[src/rtl/fetch_ir_unit.sv]
// fetch_ir_unit: RV64I fetch and instruction-register stage. It issues word fetches,
// latches the returned instruction with its immediate-format pre-decode, and applies redirects.
module fetch_ir_unit #(
  parameter logic [63:0] RESET_PC = 64'h0
) (
  input  logic        clk,
  input  logic        reset,
  output logic        mem_req,
  output logic [63:0] mem_addr,
  input  logic        mem_ready,
  input  logic [31:0] mem_rdata,
  output logic        ir_valid,
  input  logic        ir_ready,
  output logic [31:0] instr,
  output logic [3:0]  imm_sel,
  output logic [63:0] pc_out,
  input  logic        redir_valid,
  input  logic [63:0] redir_pc,
  output logic        misalign,
  output logic [31:0] fetch_count
);

  typedef enum logic [1:0] {
    IDLE  = 2'd0,
    REQ   = 2'd1,
    FLUSH = 2'd2,
    HOLD  = 2'd3
  } state_t;

  localparam logic [3:0] SEL_I    = 4'd0;
  localparam logic [3:0] SEL_S    = 4'd1;
  localparam logic [3:0] SEL_B    = 4'd2;
  localparam logic [3:0] SEL_U    = 4'd3;
  localparam logic [3:0] SEL_J    = 4'd4;
  localparam logic [3:0] SEL_NONE = 4'd15;

  function automatic logic [3:0] imm_decode(input logic [6:0] opcode);
    logic [3:0] sel;
    case (opcode)
      7'b0000011, 7'b0010011, 7'b0011011,
      7'b1100111, 7'b1110011:             sel = SEL_I;
      7'b0100011:                         sel = SEL_S;
      7'b1100011:                         sel = SEL_B;
      7'b0110111, 7'b0010111:             sel = SEL_U;
      7'b1101111:                         sel = SEL_J;
      default:                            sel = SEL_NONE;
    endcase
    return sel;
  endfunction

  state_t      state_r, state_s;
  logic [63:0] pc_r, pc_s;
  logic [63:0] req_addr_r, req_addr_s;
  logic        mem_req_r, mem_req_s;
  logic        ir_valid_r, ir_valid_s;
  logic        misalign_r, misalign_s;
  logic [31:0] instr_r;
  logic [3:0]  imm_sel_r;
  logic [63:0] pc_out_r;
  logic [31:0] fetch_count_r;
  logic        capture_s;
  logic        handshake_s;
  logic [63:0] redir_tgt_s;
  logic [63:0] pc_inc_s;

  assign redir_tgt_s = {redir_pc[63:2], 2'b00};
  assign pc_inc_s    = pc_r + 64'd4;

  // State register.
  always_ff @(posedge clk or posedge reset) begin
    if (reset) begin
      state_r <= IDLE;
    end else begin
      state_r <= state_s;
    end
  end

  // Next-state logic; a redirect always beats the downstream handshake.
  always_comb begin
    state_s = state_r;
    case (state_r)
      IDLE: state_s = REQ;
      REQ: begin
        if (redir_valid) begin
          // An unanswered request cannot be retracted, so it is drained in FLUSH.
          state_s = mem_ready ? REQ : FLUSH;
        end else if (mem_ready) begin
          state_s = HOLD;
        end else begin
          state_s = REQ;
        end
      end
      FLUSH: begin
        if (mem_ready) begin
          state_s = REQ;
        end else begin
          state_s = FLUSH;
        end
      end
      HOLD: begin
        if (redir_valid || ir_ready) begin
          state_s = REQ;
        end else begin
          state_s = HOLD;
        end
      end
      default: state_s = IDLE;
    endcase
  end

  // Output and datapath control: next pc, next request address, IR capture, handshake.
  always_comb begin
    pc_s        = pc_r;
    req_addr_s  = req_addr_r;
    capture_s   = 1'b0;
    handshake_s = 1'b0;
    case (state_r)
      IDLE: begin
        if (redir_valid) begin
          pc_s = redir_tgt_s;
        end else begin
          pc_s = pc_r;
        end
        req_addr_s = pc_s;
      end
      REQ: begin
        if (redir_valid) begin
          pc_s = redir_tgt_s;
          if (mem_ready) begin
            req_addr_s = redir_tgt_s;
          end else begin
            req_addr_s = req_addr_r;
          end
        end else if (mem_ready) begin
          capture_s = 1'b1;
        end else begin
          capture_s = 1'b0;
        end
      end
      FLUSH: begin
        if (redir_valid) begin
          pc_s = redir_tgt_s;
        end else begin
          pc_s = pc_r;
        end
        if (mem_ready) begin
          req_addr_s = pc_s;
        end else begin
          req_addr_s = req_addr_r;
        end
      end
      HOLD: begin
        if (redir_valid) begin
          pc_s       = redir_tgt_s;
          req_addr_s = redir_tgt_s;
        end else if (ir_ready) begin
          pc_s        = pc_inc_s;
          req_addr_s  = pc_inc_s;
          handshake_s = 1'b1;
        end else begin
          pc_s = pc_r;
        end
      end
      default: begin
        pc_s       = pc_r;
        req_addr_s = req_addr_r;
      end
    endcase
    mem_req_s  = (state_s == REQ) || (state_s == FLUSH);
    ir_valid_s = (state_s == HOLD);
    misalign_s = redir_valid && (redir_pc[1:0] != 2'b00);
  end

  // Registered handshake and status outputs.
  always_ff @(posedge clk or posedge reset) begin
    if (reset) begin
      mem_req_r  <= 1'b0;
      ir_valid_r <= 1'b0;
      misalign_r <= 1'b0;
    end else begin
      mem_req_r  <= mem_req_s;
      ir_valid_r <= ir_valid_s;
      misalign_r <= misalign_s;
    end
  end

  // Program counter and outstanding request address.
  always_ff @(posedge clk or posedge reset) begin
    if (reset) begin
      pc_r       <= RESET_PC;
      req_addr_r <= RESET_PC;
    end else begin
      pc_r       <= pc_s;
      req_addr_r <= req_addr_s;
    end
  end

  // Instruction register with opcode pre-decode, plus completed-handshake counter.
  always_ff @(posedge clk or posedge reset) begin
    if (reset) begin
      instr_r       <= 32'd0;
      imm_sel_r     <= SEL_NONE;
      pc_out_r      <= 64'd0;
      fetch_count_r <= 32'd0;
    end else begin
      if (capture_s) begin
        instr_r   <= mem_rdata;
        imm_sel_r <= imm_decode(mem_rdata[6:0]);
        pc_out_r  <= pc_r;
      end
      if (handshake_s) begin
        fetch_count_r <= fetch_count_r + 32'd1;
      end
    end
  end

  assign mem_req     = mem_req_r;
  assign mem_addr    = req_addr_r;
  assign ir_valid    = ir_valid_r;
  assign instr       = instr_r;
  assign imm_sel     = imm_sel_r;
  assign pc_out      = pc_out_r;
  assign misalign    = misalign_r;
  assign fetch_count = fetch_count_r;

endmodule
[config.mk]
export PLATFORM = sky130hd
export DESIGN_NAME = fetch_ir_unit
export DESIGN_NICKNAME = d
export VERILOG_FILES = /design/src/rtl/fetch_ir_unit.sv
export SDC_FILE = /design/constraint.sdc
export NUM_CORES = 1
export LEC_CHECK = 0
export ABC_CLOCK_PERIOD_IN_PS = 26600
export CORE_MARGIN = 4
export CORE_UTILIZATION = 56
export DETAILED_ROUTE_END_ITERATION = 6
export PLACE_DENSITY = 0.95
export SETUP_SLACK_MARGIN = 0.05
export SLEW_MARGIN = 5
export SYNTH_ARGS = -nofsm -noshare
export SYNTH_HDL_FRONTEND = slang
export SYNTH_SLANG_ARGS = --single-unit
[constraint.sdc]
create_clock -name clk -period 26.6 [get_ports clk]
set_input_delay 7.98 -clock clk [delete_from_list [all_inputs] [get_ports clk]]
set_output_delay 7.98 -clock clk [all_outputs]
set_load 0.1 [all_outputs]
; ---- After elaboration in Yosys (flattened, before gate mapping)
; Cells that the tools add are included.
[totals]
ff_bits = 265
word_cells = 61
inputBits = 101
output_inout_bits = 199
[op_classes]
add_sub_neg = 2
muxes = 20
eq_ne = 20
n_reduce_logical = 9
[op_table]
columns = cell, n
row1 = two-way mux 64 bit, 6
row2 = one-hot mux 64 bit (4 select lines), 1
row3 = one-hot mux 64 bit (2 select lines), 1
row4 = "adder 64 x 3 -> 64 bit, second input constant", 1
row5 = "adder 32 x 1 -> 32 bit, second input constant", 1
row6 = "equality test 7 bit, second input constant", 4
row7 = "equality test 7 x 5 -> 1 bit, second input constant", 3
row8 = one-hot mux 4 bit (5 select lines), 1
row9 = "equality test 7 x 6 -> 1 bit, second input constant", 2
row10 = "equality test 2 bit, second input constant", 4
row11 = two-way mux 2 bit, 4
row12 = one-hot mux 2 bit (4 select lines), 1
row13 = "equality test 7 x 2 -> 1 bit, second input constant", 1
row14 = two-way mux 1 bit, 6
row15 = "!= test 2 bit, second input constant", 3
row16 = OR reduction 5 bit, 1
row17 = "equality test 2 x 1 -> 1 bit, second input constant", 2
row18 = AND reduction 4 bit, 1
row19 = "!= test 3 bit, second input constant", 1
row20 = OR reduction 3 bit, 1
row21 = logical NOT 2 bit, 1
row22 = logical OR 1 bit, 2
row23 = nonzero test 2 bit, 1
row24 = OR reduction 2 bit, 1
row25 = logical AND 1 bit, 1

; ---- Logic depth before layout (Yosys ltp)
; Gate-level depths: netlist of the first run.
[depth]
depth_word = 5
mapped_depth = 9
mapped_depth_nobuf = 7

; ---- Worst setup path before layout of the first run
; OpenSTA, ideal clock, no wires.
[synth_path]
path_kind = input to register
from = in redir_valid
to = reg instr_r[0], in the netlist instr[0]
required_ns = 26.475
slack_ns = 16.658
t_arrival_ns = 9.817
path_stages = 8
path_buffers = 4
setup_ns = 0.125
path_cell_list = inv_1 -> clkbuf_1 -> clkbuf_1 -> ha_1 -> and2_1 -> clkbuf_1 -> clkbuf_1 -> mux2_2
[synth_between]
elab_chain_len = 2
[synth_lines]
columns = item, line
row1 = from (decl), 17  ; input logic redir_valid,
row2 = two-way mux 1 bit, 127  ; if (redir_valid) begin
row3 = two-way mux 1 bit, 117  ; case (state_r)
row4 = to (signal assigned), 207  ; instr_r <= mem_rdata;
row5 = to (decl), 57  ; logic [31:0] instr_r;
; No other way between the ends.
; A chain may end at the register's enable or synchronous reset.

; ---- Worst setup path in the final report of the first run
[layout_path]
from = reg imm_sel_r[0], in the netlist imm_sel[0]
to = out imm_sel[0]
[layout_lines]
columns = item, line
row1 = from (decl), 58  ; logic [3:0] imm_sel_r;
row2 = from (signal assigned), 208  ; imm_sel_r <= imm_decode(mem_rdata[6:0]);
row3 = to (decl), 15  ; output logic [3:0] imm_sel,
; No word-level cell between the ends.

==> results of run 1 <==
[metal layers]
layer,global-route usage [%],vias to the layer above,part of all wire (%)
met2,52.6,1001,47
met4,14.1,0,5.7
li1,-,5568,-
met3,8.29,251,11
met1,41.3,6294,36
met5,0,-,0
[power breakdown]
part	internal, mW	switching, mW	leakage [nW]
sequential	0.536	0.104	3.21
clock	0.245	0.162	0.455
combinational	0.338	1.16	3.37
total	1.12	1.42	7.04
[area by class of cell]
type	count	share of cell area, %
Antenna cell	4	0.0558
Clock buffer	43	4.45
Clock inverter	9	0.837
Inverter	16	0.377
Multi-Input combinational cell	1025	37.5
Sequential cell	265	37.0
Tap cell	324	2.26
Timing Repair Buffer	319	17.5
[state kept, by name (all words and copies together) (netlist names), 2 cells and up]
signal and flops:
state_r 2, pc_r 64, mem_addr 64, imm_sel 4, pc_out 64, instr 32
fetch_count 32
[cells by family (layout without fill, tap and decap cells)]
| logic type | count (synthesis) | count (layout) | synth area share (%) |
|---|---|---|---|
| AO/OA/AOI/OAI | 300 | 300 | 13.5 |
| XOR/XNOR | 121 | 121 | 7.62 |
| adder cells (fa/ha/maj) | 5 | 5 | 0.450 |
| buffers and inverters | 140 | 387 | 4.02 |
| flip-flops | 265 | 265 | 47.7 |
| multiplexers | 110 | 110 | 8.83 |
| other | 0 | 4 | 0 |
| AND/OR/NAND/NOR | 489 | 489 | 17.9 |
[cells in the mapped netlist (14+ instances only)]
cell type  count  area share, %
inv_1         16           0.43
buf_2         14           0.50
clkbuf_1     101            2.7
and3_1        17           0.76
nand3_1       51            1.8
xnor2_1       73            4.6
nor3_1        46            1.7
nand2_1      148            4.0
nand4_1       38            1.7
o21ai_0      113            4.1
dfrtp_1      261             47
nor4_1        19           0.85
xor2_1        48            3.0
and4_1        17            1.1
a221oi_1      28            1.8
nand2b_1      14           0.63
a21oi_1       46            1.7
o211ai_1      19            1.0
nor2_1       100            2.7
o22ai_1       31            1.4
mux2_2        98            7.9
[how the worst max path moves through the flow]
stage | start | endpoint | slack [ns] | cells after the start
finish | imm_sel[0]$_DFFE_PP1P_ | imm_sel[0] | 16.37 | 1
global route | redir_valid | fetch_count[31]$_DFFE_PP0P_ | 16.34 | 7
CTS | imm_sel[0]$_DFFE_PP1P_ | imm_sel[0] | 16.37 | 1
detailed placement | redir_valid | mem_addr[57]$_DFFE_PP0P_ | 16.10 | 6
global placement | ir_ready | mem_addr[63]$_DFFE_PP0P_ | 16.20 | 7
floorplan | reset | fetch_count[0]$_DFFE_PP0P_ | 11.33 | 1
[per-stage QoR]
stage               cell area, sq um  power [mW]
floorplan                      13900        1.74
global placement               17000        2.10
detailed placement             17000        2.13
CTS                            17900        2.54
global route                   17900        2.62
finish                         17900        2.54
==> run_results.csv, run 1 <==
group,metric,value,unit
run_status,status,"finished with violations",
run_status,violations,"design-rule violations",
layout,multi_input_area,6720,sq um
die,initial_core_util,57.0,%
pwr,cellLeakagePower,7.04,nW
min_path,worstHoldPathCells,2,
die,die_h,166,um
die,placementRows,57,
global_route,grt_pass1_wl,72500,um
drt,wl_per_cell,23.1,um
sta,hold_ws,0.480,ns
layout,regArea,6640,sq um
min_path,hold_start,"mem_addr[25]$_DFFE_PP0P_",
global_route,grt-ovfl-total,0,
clock_tree,cts.sinks,265,
drt,ant_nets,0,
clock_tree,cts_tree,"yes",
setup_path,r2r-end,"pc_r[56]$_DFFE_PP0P_",
logic_synthesis,synth_cell_type_count,62,
logic_synthesis,syn_inst,1430,
clock_tree,ctsResizeCount,0,
drt,drt_iter0_markers,2227,
logic_synthesis,ys_ff_latch,265,
place,dp_cells,1949,
pwr,irDropWorstVdd,0.000124,V
setup_path,critical_path_class,"reg -> out",
sta,fin_crit_sh,38.4,%
sta,fin_worst_skew,0.0106,ns
setup_path,r2r_cells,7,
clock_tree,clk_latency,0.55,ns
drt,first_pass_iters,7,
pwr,power.density,142,nW/um^2
clock_tree,cts_max_level,1,
sta,finalSetupViolations,0,
layout,fillers,1609,
logic_synthesis,avgSynthCellArea,9.73,sq um
setup_path,max_stage_delay,1.17,ns
drt,drc,2,
logic_synthesis,syn_nets,1536,
layout,drive_gt1_share,11.1,%
layout,instances_no_fill,2005,
clock_tree,numCtsBuffers,28,
place,portBuffers,299,
place,post-place-ws,16.10,ns
setup_path,arrival,2.25,ns
sta,tightest_slew,1.29,ns
die,ios,300,
setup_path,end_kind,"output port",
min_path,min_to,"mem_addr[25]$_DFFE_PP0P_",
clock_tree,cts.path.max_buffers,3,
layout,nNetsFinal,1761,
logic_synthesis,ys_seq_area_share,47.7,%
global_route,grt_usage,32.4,%
setup_path,r2r_start,"pc_r[2]$_DFFE_PP0P_",
clock_tree,clkTransAtPathRegs,0.06,ns
setup_path,crit_path_cell_trace,"clkdlybuf4s50_1",
logic_synthesis,synth_flop_cell,"dfrtp_1",
setup_path,cp-start-kind,"flip-flop",
setup_path,cp_slowest_cell,"clkdlybuf4s50_1",
sta,slew_viol_final,0,
global_route,antenna_found_initial,4,
setup_path,critPathMaxFanout,2,
place,hpwlAfterDp,31000,um
global_route,grt_pass1_vias,13100,
logic_synthesis,syn_area,13900,sq um
clock_tree,cts_hold_buf,0,
sta,hold_viol,0,
sta,fmax,97.8,MHz
sta,finalSetupTns,0,ns
run,drv_cap,0,
sta,finalCriticalPeriod,10.23,ns
layout,layout_commonest_cell,"clkdlybuf4s50_1",
sta,setup_ws,16.37,ns
layout,final_cell_mix,"298 x clkdlybuf4s50_1, 261 x dfrtp_1, 146 x nand2_1",
logic_synthesis,async_flop_share,100,%
sta,max_slew_margin,13.9,%
layout,postLayoutCoreUtil,73.5,%
drt,vias,13100,
setup_path,cp_data_required_time,18.62,ns
clock_tree,cts_root_buffer,"clkbuf_16",
drt,avgViaCountPerCell,6.54,
clock_tree,cts_setup_buffers,0,
logic_synthesis,synth_edf_count,0,
die,die_area,27400,sq um
sta,rsz0062_at_grt,"no",
setup_path,cpLargestDelayFamily,"buffers and inverters",
layout,synthToLayoutAreaGrowth,28.9,%
global_route,grt_max_degree,124,
die,core_area,24400,sq um
drt,wirelength,46200,um
die,die_w,166,um
setup_path,ff2ff_setup_slack,22.87,ns
setup_path,cp.buffers_inverters,1,
min_path,min_path_type,"reg -> reg",
place,place_congestion,0.938,
logic_synthesis,ys.warnings.count,0,
(Power assumes the default switching activity.)
==> run 2: changes to the inputs <==
Settings changed: ABC_CLOCK_PERIOD_IN_PS 26600 to 8500, CORE_UTILIZATION 56 to 47, PLACE_DENSITY 0.95 to 0.89.
Clock period 26.6 ns to 8.5 ns, I/O delays scaled along.
==> run_results.csv, run 2 (same netlist as run 1, synthesis figures left out) <==
group,metric,value,unit
sta,finalSetupTns,0,ns
clock_tree,ctsResizeCount,0,
sta,hold_viol,0,
sta,fin_crit_sh,57.7,%
drt,first_pass_iters,7,
die,die_w,180,um
sta,finalSetupViolations,0,
sta,setup_ws,3.60,ns
layout,nNetsFinal,1761,
place,post-place-ws,3.17,ns
clock_tree,clkTransAtPathRegs,0.06,ns
die,ios,300,
drt,wirelength,45700,um
global_route,grt_usage,27.1,%
die,core_area,28900,sq um
clock_tree,cts_tree,"yes",
layout,fillers,2305,
drt,wl_per_cell,22.2,um
pwr,cellLeakagePower,7.08,nW
setup_path,cp_data_required_time,8.93,ns
run_status,violations,"design-rule violations",
clock_tree,cts.path.max_buffers,3,
die,die_area,32400,sq um
clock_tree,cts_max_level,1,
pwr,irDropWorstVdd,0.000415,V
sta,finalCriticalPeriod,4.90,ns
min_path,min_path_type,"reg -> reg",
global_route,grt-ovfl-total,0,
die,initial_core_util,48.1,%
pwr,design_power_total,7.99,mW
drt,drt_iter0_markers,1576,
setup_path,cp-start-kind,"input port",
global_route,grt_pass1_wl,72200,um
global_route,antenna_found_initial,1,
die,die_h,180,um
clock_tree,cts_root_buffer,"clkbuf_16",
place,hpwlAfterDp,31400,um
place,place_congestion,0.955,
clock_tree,numCtsBuffers,28,
sta,fin_worst_skew,0.0242,ns
layout,layout_commonest_cell,"clkdlybuf4s50_1",
drt,ant_nets,0,
drt,avgViaCountPerCell,6.23,
clock_tree,cts.sinks,265,
sta,fmax,204,MHz
drt,drc,1,
drt,vias,12800,
setup_path,arrival,5.33,ns
sta,rsz0062_at_grt,"no",
pwr,power.density,442,nW/um^2
setup_path,critPathMaxFanout,41,
sta,max_slew_margin,8.81,%
run_status,status,"finished with violations",
place,portBuffers,299,
sta,slew_viol_final,0,
run,drv_cap,0,
layout,drive_gt1_share,11.5,%
layout,final_cell_mix,"298 x clkdlybuf4s50_1, 261 x dfrtp_1, 146 x nand2_1",
sta,hold_ws,0.465,ns
global_route,grt_pass1_vias,12900,
setup_path,critical_path_class,"in -> reg",
layout,synthToLayoutAreaGrowth,29.9,%
clock_tree,cts_setup_buffers,0,
clock_tree,cts_hold_buf,0,
clock_tree,clk_latency,0.56,ns
global_route,grt_max_degree,153,
setup_path,end_kind,"flip-flop",
die,placementRows,62,
sta,tightest_slew,1.36,ns
run 2: cell types whose count changed in the layout (fill, tap and decap cells not counted), sizes merged:
cell,delta
clkinv,+4
bufinv,+1
clkbuf,-4
inv,-1
diode,-3
run 2: report_power, final:
part | leakage, nW | internal [mW] | switching (mW)
Sequential | 3.21 | 1.68 | 0.334
Combinational | 3.37 | 1.06 | 3.59
Clock | 0.495 | 0.811 | 0.526
run 2: final timing paths:
check                                       startpoint                  endpoint  slack, ns  cells past startpoint
worst min-delay path            imm_sel[3]$_DFFE_PP1P_    imm_sel[3]$_DFFE_PP1P_       0.46                      2
worst min register to register  imm_sel[3]$_DFFE_PP1P_    imm_sel[3]$_DFFE_PP1P_       0.46                      2
worst max register to register    state_r[1]$_DFF_PP0_      pc_r[59]$_DFFE_PP0P_       4.56                      7
max in group asynchronous                        reset      pc_r[49]$_DFFE_PP0P_       4.46                      3
min in group asynchronous                        reset  mem_addr[15]$_DFFE_PP0P_       2.48                      2
worst max-delay path                          ir_ready  mem_addr[60]$_DFFE_PP0P_       3.60                      8
run 2: worst max-delay path, stage by stage:
cell             delay [ns]
clkdlybuf4s50_1        0.58
a21oi_1                0.09
o21ai_0                0.36
and2_2                 0.79
buf_4                  0.45
o221ai_1               0.21
o22ai_1                0.19
a21oi_1                0.06
run 2: per-layer routing:
metal | up-vias | track usage, % | wire [um]
met4 | 0 | 11.3 | 2140
li1 | 5565 | - | -
met2 | 903 | 43.5 | 21100
met3 | 168 | 5.47 | 4930
met1 | 6209 | 36.2 | 17500
met5 | - | 0 | 0
run 2: layout make-up:
class / instances / area [sq um] / area share [%]
Antenna cell: 1 / 2.50 / 0.0138
Clock buffer: 39 / 802 / 4.44
Clock inverter: 13 / 208 / 1.15
Inverter: 16 / 63.8 / 0.353
Multi-Input combinational cell: 1025 / 6720 / 37.2
Sequential cell: 265 / 6640 / 36.7
Tap cell: 384 / 480 / 2.66
Timing Repair Buffer: 319 / 3150 / 17.4
run 2: through the flow:
step	cell area, sq um	util (%)	std cells
finish	18100	62.4	2062
global route	18100	62.4	2062
CTS	18100	62.4	2061
detailed placement	17100	59.0	2009
global placement	17100	59.0	2009
floorplan	13900	-	1430
==> run 3: changes to the inputs <==
Settings changed: ABC_CLOCK_PERIOD_IN_PS 8500 to 4900, CORE_UTILIZATION 47 to 52, PLACE_DENSITY 0.89 to 0.93.
Clock period 8.5 ns to 4.9 ns, I/O delays scaled along.
==> run_results.csv, run 3 (same netlist as run 1, synthesis figures left out) <==
group,metric,value,unit
run_status,status,"finished with violations",
run_status,violations,"design-rule violations",
sta,finalSetupTns,0,ns
global_route,grt-ovfl-total,0,
pwr,power_frac_clock,16.2,%
pwr,power_switching,7.76,mW
place,portBuffers,299,
die,core_area,26200,sq um
setup_path,r2r_start,"pc_r[2]$_DFFE_PP0P_",
place,hpwlAfterDp,31600,um
setup_path,cp_slowest_cell,"clkdlybuf4s50_1",
die,die_h,172,um
layout,layout_commonest_cell,"clkdlybuf4s50_1",
drt,vias,12900,
drt,wl_per_cell,22.4,um
drt,ant_nets,0,
drt,avgViaCountPerCell,6.37,
setup_path,cpLargestDelayFamily,"buffers and inverters",
clock_tree,cts_hold_buf,0,
setup_path,arrival,2.25,ns
pwr,seqPwrFrac,25.2,%
layout,drive_gt1_share,12.2,%
clock_tree,cts_setup_buffers,0,
pwr,p_sw_share,56.1,%
global_route,grt_use_met3,6.76,%
drt,drt_iter0_markers,1943,
sta,hold_viol,0,
layout,final_cell_mix,"298 x clkdlybuf4s50_1, 261 x dfrtp_1, 146 x nand2_1",
pwr,irDropWorstVdd,0.000812,V
die,placementRows,59,
setup_path,r2r_cells,7,
setup_path,cp_data_required_time,3.43,ns
global_route,grt_pass1_vias,13000,
sta,slew_viol_final,0,
setup_path,crit_cells,1,
global_route,antenna_found_initial,2,
global_route,grt_util_met2,47.7,%
sta,fmax,269,MHz
setup_path,cp.buffers_inverters,1,
sta,max_slew_margin,26.6,%
pwr,power.density,764,nW/um^2
clock_tree,numCtsBuffers,29,
die,initial_core_util,53.1,%
clock_tree,cts.path.max_buffers,3,
die,die_w,172,um
setup_path,critPathCapture,"imm_sel[3]",
setup_path,max_stage_delay,1.15,ns
sta,fin_crit_sh,75.9,%
setup_path,end_kind,"output port",
setup_path,startpoint,"imm_sel[3]$_DFFE_PP1P_",
global_route,grt_usage,30.0,%
drt,first_pass_iters,7,
sta,finalCriticalPeriod,3.72,ns
global_route,grt_pass1_wl,70800,um
layout,fillers,1839,
pwr,p_int,6.07,mW
sta,finalSetupViolations,0,
setup_path,ff2ff_setup_slack,1.32,ns
layout,synthToLayoutAreaGrowth,30.1,%
drt,drc,1,
clock_tree,clk_latency,0.56,ns
clock_tree,cts_tree,"yes",
die,die_area,29400,sq um
min_path,min_path_type,"reg -> reg",
global_route,grt_use_met1,39.3,%
setup_path,critPathMaxFanout,2,
die,ios,300,
sta,hold_ws,0.473,ns
run,drv_cap,0,
drt,wirelength,45200,um
clock_tree,clkTransAtPathRegs,0.07,ns
global_route,gr-max-usage-layer,"met2",
sta,tightest_slew,1.10,ns
global_route,grt_max_degree,67,
setup_path,critical_path_class,"reg -> out",
setup_path,cp-start-kind,"flip-flop",
setup_path,r2r-end,"pc_r[56]$_DFFE_PP0P_",
clock_tree,cts_max_level,1,
pwr,p_comb_share,58.6,%
sta,fin_worst_skew,0.0243,ns
pwr,cellLeakagePower,7.11,nW
sta,rsz0062_at_grt,"no",
place,place_congestion,0.943,
clock_tree,ctsResizeCount,0,
layout,nNetsFinal,1772,
setup_path,crit_path_cell_trace,"clkdlybuf4s50_1",
clock_tree,cts.sinks,265,
clock_tree,cts_root_buffer,"clkbuf_16",
==> run 3: how the worst min path moves through the flow <==
stage / startpoint / end / slack, ns / depth (start not counted)
5_1_grt: fetch_count[31]$_DFFE_PP0P_ / fetch_count[31]$_DFFE_PP0P_ / 0.50 / 1
4_1_cts: fetch_count[31]$_DFFE_PP0P_ / fetch_count[31]$_DFFE_PP0P_ / 0.47 / 1
3_3_place_gp: imm_sel[3]$_DFFE_PP1P_ / imm_sel[3]$_DFFE_PP1P_ / 0.46 / 2
6_report: fetch_count[31]$_DFFE_PP0P_ / fetch_count[31]$_DFFE_PP0P_ / 0.47 / 1
2_1_floorplan: pc_r[0]$_DFFE_PP0P_ / pc_r[0]$_DFFE_PP0P_ / 0.48 / 1
3_5_place_dp: fetch_count[31]$_DFFE_PP0P_ / fetch_count[31]$_DFFE_PP0P_ / 0.47 / 1
==> run 3: metrics by stage <==
| step | utilization [%] | worst slack [ns] | area [sq um] | power (mW) | instances |
|---|---|---|---|---|---|
| floorplan | - | -0.0642 | 13900 | 9.46 | 1430 |
| global placement | 65.3 | 1.09 | 17100 | 11.4 | 1970 |
| detailed placement | 65.3 | 0.947 | 17100 | 11.6 | 1970 |
| CTS | 69.0 | 1.15 | 18100 | 13.9 | 2019 |
| global route | 69.1 | 1.12 | 18100 | 14.3 | 2021 |
| finish | 69.1 | 1.18 | 18100 | 13.8 | 2022 |
==> run 3: power by group through the flow <==
stage / clock network [mW] / registers (mW) / logic (mW)
final: 2.24 / 3.49 / 8.11
after global routing: 2.35 / 3.57 / 8.34
after CTS: 2.27 / 3.47 / 8.11
after detailed placement: 0 / 3.49 / 8.08
after global placement: 0 / 3.46 / 7.98
after floorplan: 0 / 8.13 / 1.33
==> run 3: layer usage <==
| layer | routed length [um] | share of wire (%) | up-vias |
|---|---|---|---|
| met5 | 0 | 0 | - |
| met4 | 2090 | 4.6 | 0 |
| met3 | 4720 | 10 | 168 |
| met2 | 21300 | 47 | 861 |
| met1 | 17100 | 38 | 6254 |
| li1 | - | - | 5590 |
==> run 3: final cells by class <==
cell class | count | area [sq um] | share of cell area [%]
repair buffers | 329 | 3280 | 18.1
flip-flops and latches | 265 | 6640 | 36.7
inverters | 16 | 63.8 | 0.353
clock inverters | 19 | 234 | 1.29
well taps | 335 | 419 | 2.32
diodes | 3 | 7.51 | 0.0415
multi-input cells | 1025 | 6720 | 37.1
clock buffers | 30 | 739 | 4.08
